### src/rtl/disp_arbiter.sv
// Display arbiter: shows base game digits, or a granted player message held
// for HOLD_CYC cycles with optional blink. Round-robin between two sources.
module disp_arbiter #(
  parameter int unsigned HOLD_CYC  = 100,
  parameter int unsigned BLINK_CYC = 25,
  parameter logic [7:0]  BLANK     = 8'h00
) (
  input  logic        clk,
  input  logic        rst,
  input  logic        clr,
  input  logic [7:0]  base0,
  input  logic [7:0]  base1,
  input  logic [7:0]  base2,
  input  logic [7:0]  base3,
  input  logic        req_a,
  input  logic [31:0] msg_a,
  input  logic        req_b,
  input  logic [31:0] msg_b,
  output logic [7:0]  disp0,
  output logic [7:0]  disp1,
  output logic [7:0]  disp2,
  output logic [7:0]  disp3,
  output logic        ack_a,
  output logic        ack_b,
  output logic        busy,
  output logic [1:0]  src
);

  localparam int unsigned CNT_W = 16;
  localparam int unsigned MSG_W = 32;
  localparam logic [CNT_W-1:0] HOLD_LD  = CNT_W'(HOLD_CYC - 1);
  localparam logic [CNT_W-1:0] BLINK_LD = (BLINK_CYC > 0) ? CNT_W'(BLINK_CYC - 1) : '0;
  localparam bit               BLINK_EN = (BLINK_CYC != 0);
  localparam logic [1:0] SRC_BASE = 2'b00;
  localparam logic [1:0] SRC_A    = 2'b01;
  localparam logic [1:0] SRC_B    = 2'b10;

  typedef enum logic {IDLE, SHOW} state_e;

  state_e             state_q, state_d;
  logic               pend_a_q, pend_a_d, pend_b_q, pend_b_d;
  logic [MSG_W-1:0]   msg_a_q, msg_a_d, msg_b_q, msg_b_d;
  logic [MSG_W-1:0]   show_q, show_d;
  logic [CNT_W-1:0]   hold_q, hold_d, blink_q, blink_d;
  logic               vis_q, vis_d;
  logic               last_b_q, last_b_d;
  logic               ack_a_q, ack_a_d, ack_b_q, ack_b_d;
  logic               busy_q, busy_d;
  logic [1:0]         src_q, src_d;
  logic [MSG_W-1:0]   disp_q, disp_d;
  logic               grant_a, grant_b, slot_free;
  logic [MSG_W-1:0]   base_w;

  assign base_w = {base3, base2, base1, base0};

  // State and datapath registers; reset blanks the display and favours A on first tie
  always_ff @(posedge clk or negedge rst) begin
    if (!rst) begin
      state_q  <= IDLE;
      pend_a_q <= 1'b0;
      pend_b_q <= 1'b0;
      msg_a_q  <= '0;
      msg_b_q  <= '0;
      show_q   <= '0;
      hold_q   <= '0;
      blink_q  <= '0;
      vis_q    <= 1'b1;
      last_b_q <= 1'b1;
      ack_a_q  <= 1'b0;
      ack_b_q  <= 1'b0;
      busy_q   <= 1'b0;
      src_q    <= SRC_BASE;
      disp_q   <= {4{BLANK}};
    end else begin
      state_q  <= state_d;
      pend_a_q <= pend_a_d;
      pend_b_q <= pend_b_d;
      msg_a_q  <= msg_a_d;
      msg_b_q  <= msg_b_d;
      show_q   <= show_d;
      hold_q   <= hold_d;
      blink_q  <= blink_d;
      vis_q    <= vis_d;
      last_b_q <= last_b_d;
      ack_a_q  <= ack_a_d;
      ack_b_q  <= ack_b_d;
      busy_q   <= busy_d;
      src_q    <= src_d;
      disp_q   <= disp_d;
    end
  end

  // Next-state: clr aborts everything, otherwise grant / hold-down / idle, then capture requests
  always_comb begin
    state_d  = state_q;
    pend_a_d = pend_a_q;
    pend_b_d = pend_b_q;
    msg_a_d  = msg_a_q;
    msg_b_d  = msg_b_q;
    show_d   = show_q;
    hold_d   = hold_q;
    blink_d  = blink_q;
    vis_d    = vis_q;
    last_b_d = last_b_q;
    ack_a_d  = 1'b0;
    ack_b_d  = 1'b0;
    busy_d   = busy_q;
    src_d    = src_q;
    disp_d   = disp_q;
    grant_a  = 1'b0;
    grant_b  = 1'b0;

    slot_free = (state_q == IDLE) || (hold_q == '0);
    if (slot_free && (pend_a_q || pend_b_q)) begin
      // On a tie, A wins only if B was granted last
      grant_a = (pend_a_q && pend_b_q) ? last_b_q : pend_a_q;
      grant_b = !grant_a;
    end

    if (clr) begin
      state_d  = IDLE;
      pend_a_d = 1'b0;
      pend_b_d = 1'b0;
      hold_d   = '0;
      blink_d  = '0;
      vis_d    = 1'b1;
      busy_d   = 1'b0;
      src_d    = SRC_BASE;
      disp_d   = base_w;
    end else begin
      if (grant_a || grant_b) begin
        state_d  = SHOW;
        show_d   = grant_a ? msg_a_q : msg_b_q;
        hold_d   = HOLD_LD;
        blink_d  = BLINK_LD;
        vis_d    = 1'b1;
        last_b_d = grant_b;
        ack_a_d  = grant_a;
        ack_b_d  = grant_b;
        busy_d   = 1'b1;
        src_d    = grant_a ? SRC_A : SRC_B;
        if (grant_a) pend_a_d = 1'b0;
        if (grant_b) pend_b_d = 1'b0;
        disp_d   = show_d;
      end else if (state_q == SHOW && hold_q != '0) begin
        hold_d = hold_q - CNT_W'(1);
        if (BLINK_EN) begin
          if (blink_q == '0) begin
            vis_d   = !vis_q;
            blink_d = BLINK_LD;
          end else begin
            blink_d = blink_q - CNT_W'(1);
          end
        end
        disp_d = vis_d ? show_q : {4{BLANK}};
      end else begin
        state_d = IDLE;
        hold_d  = '0;
        busy_d  = 1'b0;
        src_d   = SRC_BASE;
        disp_d  = base_w;
      end
      // Requests in the grant cycle re-arm the slot; latest data wins
      if (req_a) begin
        pend_a_d = 1'b1;
        msg_a_d  = msg_a;
      end
      if (req_b) begin
        pend_b_d = 1'b1;
        msg_b_d  = msg_b;
      end
    end
  end

  assign disp0 = disp_q[7:0];
  assign disp1 = disp_q[15:8];
  assign disp2 = disp_q[23:16];
  assign disp3 = disp_q[31:24];
  assign ack_a = ack_a_q;
  assign ack_b = ack_b_q;
  assign busy  = busy_q;
  assign src   = src_q;

endmodule
### config.mk
export PLATFORM = sky130hd
export DESIGN_NAME = disp_arbiter
export DESIGN_NICKNAME = d
export VERILOG_FILES = /design/src/rtl/disp_arbiter.sv
export SDC_FILE = /design/constraint.sdc
export NUM_CORES = 1
export LEC_CHECK = 0
export CAP_MARGIN = 10
export CORE_UTILIZATION = 44
export DETAILED_ROUTE_END_ITERATION = 6
export PLACE_DENSITY = 0.69
export SKIP_CTS_REPAIR_TIMING = 1
export SLEW_MARGIN = 20
export SYNTH_ARGS = -nofsm -noshare
export SYNTH_HDL_FRONTEND = slang
export SYNTH_SLANG_ARGS = --single-unit
### constraint.sdc
create_clock -name clk -period 3.2 [get_ports clk]
set_input_delay 0.32 -clock clk [delete_from_list [all_inputs] [get_ports clk]]
set_output_delay 0.32 -clock clk [all_outputs]
set_load 0.02 [all_outputs]
**Word-level counts from Yosys, hierarchy flattened**

Index checks and enable logic that the tools add are counted.

- $add $sub $neg: 2
- Equality and inequality tests: 1
- Mux-type cells: 41
- Bitwise gates (word level): 2
- Reductions and logical operators: 21

Operator list:

| kind | count |
|---|---|
| 2-to-1 mux 32 bit | 5 |
| 2-to-1 mux 16 bit | 7 |
| zero test 16 bit | 2 |
| subtractor 16 x 1 -> 16 bit (second input constant) | 2 |
| 2-to-1 mux 1 bit | 25 |
| nonzero test 16 bit | 1 |
| nonzero test 3 bit | 5 |
| AND reduction 2 bit | 5 |
| 2-to-1 mux 2 bit | 4 |
| logical AND 1 bit | 3 |
| logical OR 1 bit | 3 |
| != test 3 bit (second input constant) | 1 |
| zero test 1 bit | 2 |
| NOT 1 bit | 2 |

- Register bits after elaboration: 169
- Input bits: 101
- Logic and storage cells: 81

**Depth between registers and ports, before layout**

Gate-level depths: netlist of the first run.

- Depth after elaboration: 11
- Depth in mapped cells: 9
- Depth with buffers taken out: 7

**Worst setup path before layout of the first run**

No wires, ideal clock.

- Path kind: register to register
- Start point: register hold_q[0]
- End point: register disp_q[10]
- Library setup time: 0.126 ns
- Arrival: 2.270 ns
- Required time: 3.074 ns
- Path slack: 0.804 ns
- Stages on the path, launching flop included: 10
- Clock period less this slack: 2.396 ns
- Cell sequence: dfrtp_1 inv_1 ha_1 or3b_1 clkbuf_1 or4_4 nand3_2 nor2_2 buf_6 a221o_1

- Word-level cells in the longest chain between the ends: 7
- Elaborated cells on any way between the ends: 12
- Those cells by class: mux: 6; reduce/logical: 6

RTL lines:

| what | line | RTL |
|---|---|---|
| start: declaration | 44 | `logic [CNT_W-1:0] hold_q, hold_d, blink_q, blink_d;` |
| start signal: assignment | 81 | `hold_q <= hold_d;` |
| zero test 16 bit | 113 | `slot_free = (state_q == IDLE) \|\| (hold_q == '0);` |
| logical OR 1 bit | 113 |  |
| logical AND 1 bit | 114 | `if (slot_free && (pend_a_q \|\| pend_b_q)) begin` |
| 2-to-1 mux 1 bit | 114 |  |
| 2-to-1 mux 32 bit or logical OR 1 bit (tied branches) | 133, 131 |  |
| 2-to-1 mux 32 bit (*) | 131 | `if (grant_a \|\| grant_b) begin` |
| 2-to-1 mux 32 bit (*) | 120 | `if (clr) begin` |
| via disp_d[10] | 50 | `logic [MSG_W-1:0] disp_q, disp_d;` |
| end signal: assignment | 73 | `disp_q <= {4{BLANK}};` |
| end signal: assignment | 89 | `disp_q <= disp_d;` |
| end: declaration | 50 |  |

The timed path passes the listed nets; every way through them passes the cells marked *.
A chain may end at the register's enable or synchronous reset.

**Worst setup path after layout of the first run**

- Start point: register blink_q[0]
- End point: register disp_q[1]

- Word-level cells in the longest chain between the ends: 9

RTL lines:

| what | line | RTL |
|---|---|---|
| start: declaration | 44 |  |
| start signal: assignment | 82 | `blink_q <= blink_d;` |
| zero test 16 bit | 148 | `if (blink_q == '0) begin` |
| 2-to-1 mux 1 bit | 148 |  |
| 2-to-1 mux 1 bit | 145 | `end else if (state_q == SHOW && hold_q != '0) begin` |
| 2-to-1 mux 1 bit | 131 |  |
| 2-to-1 mux 1 bit | 120 |  |
| 2-to-1 mux 32 bit | 155 | `disp_d = vis_d ? show_q : {4{BLANK}};` |
| 2-to-1 mux 32 bit | 145 |  |
| 2-to-1 mux 32 bit | 131 |  |
| 2-to-1 mux 32 bit | 120 |  |
| via disp_d[1] | 50 |  |

The timed path passes the listed nets, and every way through them passes these cells. The select of a mux whose other input is x is not followed.

==> impl_metrics.json, run 1 <==
{
  "p_leak_nw": 4.29,
  "dp.cells": 897,
  "grt_setup_unrepaired": "false",
  "power_frac_seq_pct": 43.0,
  "synth.distinct_cells": 53,
  "vdd_drop_max_v": 0.000454,
  "required_ps": 3550,
  "dp_hpwl_mm": 11.2,
  "die_width_um": 129,
  "finalCriticalPeriod_ps": 2940,
  "arrival_ps": 3290,
  "drive_gt1_share_pct": 17.1,
  "antenna_found_initial": 0,
  "synth_area_mm2": 0.00715,
  "grt-ovfl-total": 0,
  "hold_violations": 15,
  "gp_congestion": 0.832,
  "num_rows": 46,
  "numCtsBuffers": 17,
  "setup_tns_ps": 0,
  "diodes": 0,
  "seq_area_frac_synth_pct": 59.2,
  "viasPerCell": 5.37,
  "grt_usage_pct": 21.0,
  "clk_latency_ps": 420,
  "p_per_area_mw_per_mm2": 736,
  "power_switching_mw": 2.11,
  "grt_pass1_vias": 5222,
  "slew_violations": 0,
  "portBuffers": 137,
  "synthArstFlopShare_pct": 100,
  "drtAntennaViolNets": 0,
  "cp-start-kind": "flop",
  "num_vias": 4979,
  "grt_max_degree": 92,
  "power.share.clock_pct": 28.1,
  "endpoint_kind": "flop",
  "path_max_fanout": 18,
  "cap_violations": 0,
  "wl_mm": 16.3,
  "hold_slack_ps": -31.8,
  "ys.flop_type": "dfrtp_1",
  "cts_tree": "done",
  "max_slew_margin_pct": 43.5,
  "synth_top_area_share_pct": 58.5,
  "violations": "negative hold slack",
  "fin_crit_sh_pct": 91.9,
  "finalSetupViolCount": 0,
  "netSwitchingFraction_pct": 30.7,
  "ctsRootBufferMaster": "clkbuf_16",
  "drc": 0,
  "io_pins": 138,
  "p_int_mw": 4.77,
  "tightest_slew_ps": 848,
  "first_pass_iters": 4,
  "area_growth_pct": 30.8,
  "cts_htree_levels": 4,
  "clk_pin_slew_worst_paths_ps": 60,
  "crit_type": "flop to flop",
  "grt_pass1_wl_mm": 26.7,
  "core_mm2": 0.0159,
  "synth.area.top_cells": "dfrtp_1, mux2_2, a221o_1, mux2i_1, a21o_1",
  "ys_ff_latch": 169,
  "status": "finished, violations left",
  "nets": 803,
  "finalNonFillerCells": 928,
  "netlist_instances": 562,
  "yosysWarnings": 0,
  "cts_sinks": 169,
  "synth_edf_count": 0,
  "synth_top_area_cell": "dfrtp_1",
  "clock_path_buffers": 2,
  "dieArea_mm2": 0.0168,
  "drtIter0Drc": 349,
  "start_util_pct": 45.0,
  "p_comb_share_pct": 28.9,
  "finalClockSkew_ps": 9.83,
  "wl_per_cell_um": 17.5,
  "fp.dieH_um": 129,
  "avgSynthCellArea_um2": 12.7,
  "fmax_mhz": 340,
  "fill_cells": 1303,
  "hold_class": "primary input to async pin",
  "r2r_slack_ps": 260,
  "synth_nets": 665
}
-- flip-flops by register name, summed over array words and instances (netlist names), 2 cells and up --
signal and cells:
blink_q 16, msg_b_q 32, hold_q 16, disp_q 32, src 2, msg_a_q 32
show_q 32
-- final timing paths --
kind	startpoint	end	depth (start not counted)
worst max-delay path	blink_q[0]	disp_q[1]	8
worst min-delay path	rst	blink_q[10]	1
worst max register to register	blink_q[0]	disp_q[1]	8
worst min register to register	src[1]	src[1]	1
max in group asynchronous	rst	last_b_q	2
min in group clk	src[1]	src[1]	1
-- layout make-up --
| class | instances | area (um^2) | share of cell area [%] |
|---|---|---|---|
| Tap cell | 216 | 270 | 2.89 |
| Clock buffer | 24 | 492 | 5.26 |
| Sequential cell | 169 | 4230 | 45.3 |
| Timing Repair Buffer | 152 | 1510 | 16.2 |
| Clock inverter | 7 | 67.6 | 0.723 |
| Inverter | 9 | 33.8 | 0.362 |
| Multi-Input combinational cell | 351 | 2740 | 29.3 |
-- placed cells by master, fill, tap and decap left out, drive strengths merged, types with 5 or more instances in the layout --
master and count:
a21o 37, a21oi 5, a221o 32, a31oi 13, buf 16, clkbuf 24
clkdlybuf4s50 136, dfrtp 167, inv 9, mux2 65, mux2i 32, nand2 17
nand3 5, nor2 59, nor3 6, nor4 6, o21ai 11, or3 5
or4 8, xnor2 8, xor2 6
-- power by group through the flow --
stage / registers (mW) / logic, mW / clock network (mW)
6_report: 2.96 / 1.99 / 1.93
5_1_grt: 3.02 / 2.18 / 2.06
4_1_cts: 2.96 / 2.00 / 1.97
3_5_place_dp: 2.99 / 1.99 / 0
3_3_place_gp: 2.96 / 1.93 / 0
2_1_floorplan: 3.03 / 1.22 / 0
-- cells by family (layout without fill, tap and decap cells) --
family / after synthesis / count (layout) / synth area share [%]
AND/OR/NAND/NOR: 124 / 124 / 8.72
buffers and inverters: 42 / 192 / 2.82
adder cells (fa/ha/maj): 2 / 2 / 0.350
XOR/XNOR: 14 / 14 / 1.72
AO/OA/AOI/OAI: 114 / 114 / 12.4
flip-flops: 169 / 169 / 59.2
multiplexers: 97 / 97 / 14.7
-- routing by layer --
layer / GRT usage, % / part of all wire (%) / vias to the layer above
met5: 0 / 0 / -
met2: 33.4 / 48 / 133
li1: - / - / 2320
met1: 26.6 / 42 / 2507
met4: 7.87 / 1.8 / 0
met3: 7.23 / 8.1 / 19
-- synth_stat cells (all sizes together) (2+ instances only) --
library cell and count:
nand2 17, a211o 2, and3 2, or4 8, nand2b 2, mux2 65, o21ai 11, xnor2 8
dfrtp 167, a21o 37, dfstp 2, or3 5, ha 2, nor4 6, inv 9, nand3 5
a31oi 13, nand3b 3, o22ai 2, mux2i 32, nor2b 2, a221o 32, xor2 6, buf 18
a21oi 5, or2 2, o211ai 4, clkbuf 15, nor3 6, a41oi 2, nor3b 2, nor2 59
-- worst max-delay path, cell delays in order, from the launching register on --
cell     delay [ps]
dfrtp_1         410
inv_1            80
ha_1            190
or4b_1          520
nor4_1          380
xnor2_1         120
nor2_2          590
buf_4           370
a221o_1         190
-- stage by stage --
stage               total power, mW  setup WS (ps)  hold WS (ps)  cell area [um^2]  util (%)
floorplan                      4.25            804          24.4              7150         -
global placement               4.89            397           426              8780      55.3
detailed placement             4.98            267           446              8780      55.3
CTS                            6.94            221         -1.27              9340      58.8
global route                   7.27            110          41.5              9340      58.8
finish                         6.88            260         -31.8              9340      58.8
Power figures use the tool's default switching activity.
==> run 2, diff against run 1 <==
--- a/config.mk
+++ b/config.mk
@@ -6,9 +6,12 @@
 export NUM_CORES = 1
 export LEC_CHECK = 0
 export CAP_MARGIN = 10
-export CORE_UTILIZATION = 44
+export CELL_PAD_IN_SITES_DETAIL_PLACEMENT = 0
+export CELL_PAD_IN_SITES_GLOBAL_PLACEMENT = 1
+export CORE_UTILIZATION = 42
 export DETAILED_ROUTE_END_ITERATION = 6
-export PLACE_DENSITY = 0.69
+export GPL_TIMING_DRIVEN = 0
+export PLACE_DENSITY_LB_ADDON = 0.1
 export SKIP_CTS_REPAIR_TIMING = 1
 export SLEW_MARGIN = 20
 export SYNTH_ARGS = -nofsm -noshare
==> run 2 against run 1 <==
  * Final cell count rose by 2.7%
  * Largest power group unchanged
  * Worst setup slack improved by 110 ps
  * First-iteration DRC count fell by 28%
  * The run now ends clean
  * Register-to-register slack improved by 110 ps
  * Critical path depth rose by 1
  * Critical endpoint is now disp_q[12]
  * Via count rose by 0.34%
==> impl_metrics.json, run 2 (same netlist as run 1, synthesis figures left out) <==
{
  "fmax_mhz": 354,
  "area_growth_pct": 32.7,
  "dieArea_mm2": 0.0175,
  "r2r_start": "hold_q[0]",
  "crit_slowest_cell": "o211ai_1",
  "drtIter0Drc": 253,
  "die_width_um": 132,
  "tightest_slew_ps": 844,
  "worstPathCellList": "inv_1 > ha_1 > or3b_1 > clkbuf_1 > nor4_2 > o211ai_1 > clkbuf_1 > nor2_1 > a221o_1",
  "viasPerCell": 5.24,
  "hold_violations": 0,
  "finalNonFillerCells": 953,
  "reg2reg_depth": 9,
  "grt_usage_pct": 20.2,
  "slew_violations": 0,
  "p_leak_nw": 4.33,
  "setup_slack_ps": 374,
  "finalCriticalPeriod_ps": 2830,
  "required_ps": 3510,
  "num_vias": 4996,
  "hold_depth": 1,
  "r2r_slack_ps": 370,
  "clk_latency_ps": 430,
  "cts_htree_levels": 4,
  "wl_mm": 16.7,
  "place_ws_ps": 225,
  "critPathTopFamily": "compound AO/OA/AOI/OAI gates",
  "fill_cells": 1416,
  "io_pins": 138,
  "crit_type": "flop to flop",
  "drc": 0,
  "cts_tree": "done",
  "min_from": "show_q[29]",
  "hold_class": "flop to flop",
  "final_core_utilization_pct": 57.2,
  "vdd_drop_max_v": 0.000436,
  "portBuffers": 137,
  "diodes": 0,
  "drtAntennaViolNets": 0,
  "cap_violations": 0,
  "clk_pin_slew_worst_paths_ps": 60,
  "antenna_found_initial": 1,
  "fin_crit_sh_pct": 88.3,
  "clock_path_buffers": 2,
  "fp.dieH_um": 132,
  "final_cell_mix": "dfrtp_1, clkdlybuf4s50_1, mux2_2",
  "drive_gt1_share_pct": 16.4,
  "ctsRootBufferMaster": "clkbuf_16",
  "finalClockSkew_ps": 9.20,
  "first_pass_iters": 4,
  "num_rows": 47,
  "dp.cells": 920,
  "grt_pass1_vias": 5214,
  "start_util_pct": 43.1,
  "arrival_ps": 3130,
  "status": "finished, final reports clean",
  "cp-start-kind": "flop",
  "critPathMaxStageDelay_ps": 590,
  "core_mm2": 0.0166,
  "cp_common_cell": "clkbuf_1",
  "timing.rr.end": "disp_q[12]",
  "wl_per_cell_um": 17.5,
  "grt_setup_unrepaired": "false",
  "cp_num_buf_inv": 3,
  "endpoint_kind": "flop",
  "grt_pass1_wl_mm": 27.3,
  "hold_slack_ps": 479,
  "dp_hpwl_mm": 11.7,
  "grt-ovfl-total": 0,
  "max_slew_margin_pct": 43.8,
  "path_max_fanout": 10,
  "finalSetupViolCount": 0,
  "grt_max_degree": 89,
  "gp_congestion": 0.792,
  "holdPathEnd": "show_q[29]",
  "cts_sinks": 169,
  "nets": 823,
  "p_per_area_mw_per_mm2": 758,
  "numCtsBuffers": 17,
  "layout_commonest_cell": "dfrtp_1"
}
## run 2: layer usage
metal	share of wire (%)	vias up	track usage, %
li1	-	2367	-
met4	1.0	2	5.17
met5	0.066	-	0
met2	50	106	33.5
met1	44	2509	25.2
met3	5.5	12	6.90
## run 2: how the worst max path moves through the flow
stage                 end  cells past startpoint        from
6_report       disp_q[12]                      9   hold_q[0]
5_1_grt        disp_q[15]                      9   hold_q[0]
4_1_cts        blink_q[8]                      8  blink_q[0]
3_5_place_dp   blink_q[8]                      8  blink_q[0]
3_3_place_gp   msg_a_q[8]                      1         rst
2_1_floorplan  disp_q[10]                      9   hold_q[0]
## run 2: through the flow
stage	cell area [um^2]	TNS [ps]	power (mW)
after global placement	8790	-845560	4.93
after floorplan	7150	0	4.25
after global routing	9490	0	7.60
after CTS	9470	0	7.25
final	9490	0	7.19
after detailed placement	8820	0	5.00
## run 2: final cells by class
type,count,area [um^2],area share (%)
flip-flops and latches,169,4230,44.6
multi-input cells,351,2720,28.7
repair buffers,139,1410,14.9
clock buffers,20,457,4.81
well taps,220,275,2.90
clock inverters,12,189,1.99
plain buffers,33,168,1.77
inverters,9,33.8,0.356
## run 2: power breakdown
part	internal (mW)	switching [mW]	total (mW)
logic	0.989	1.01	2.00
clock network	1.36	0.875	2.24
registers	2.64	0.315	2.96
total	4.99	2.20	7.19
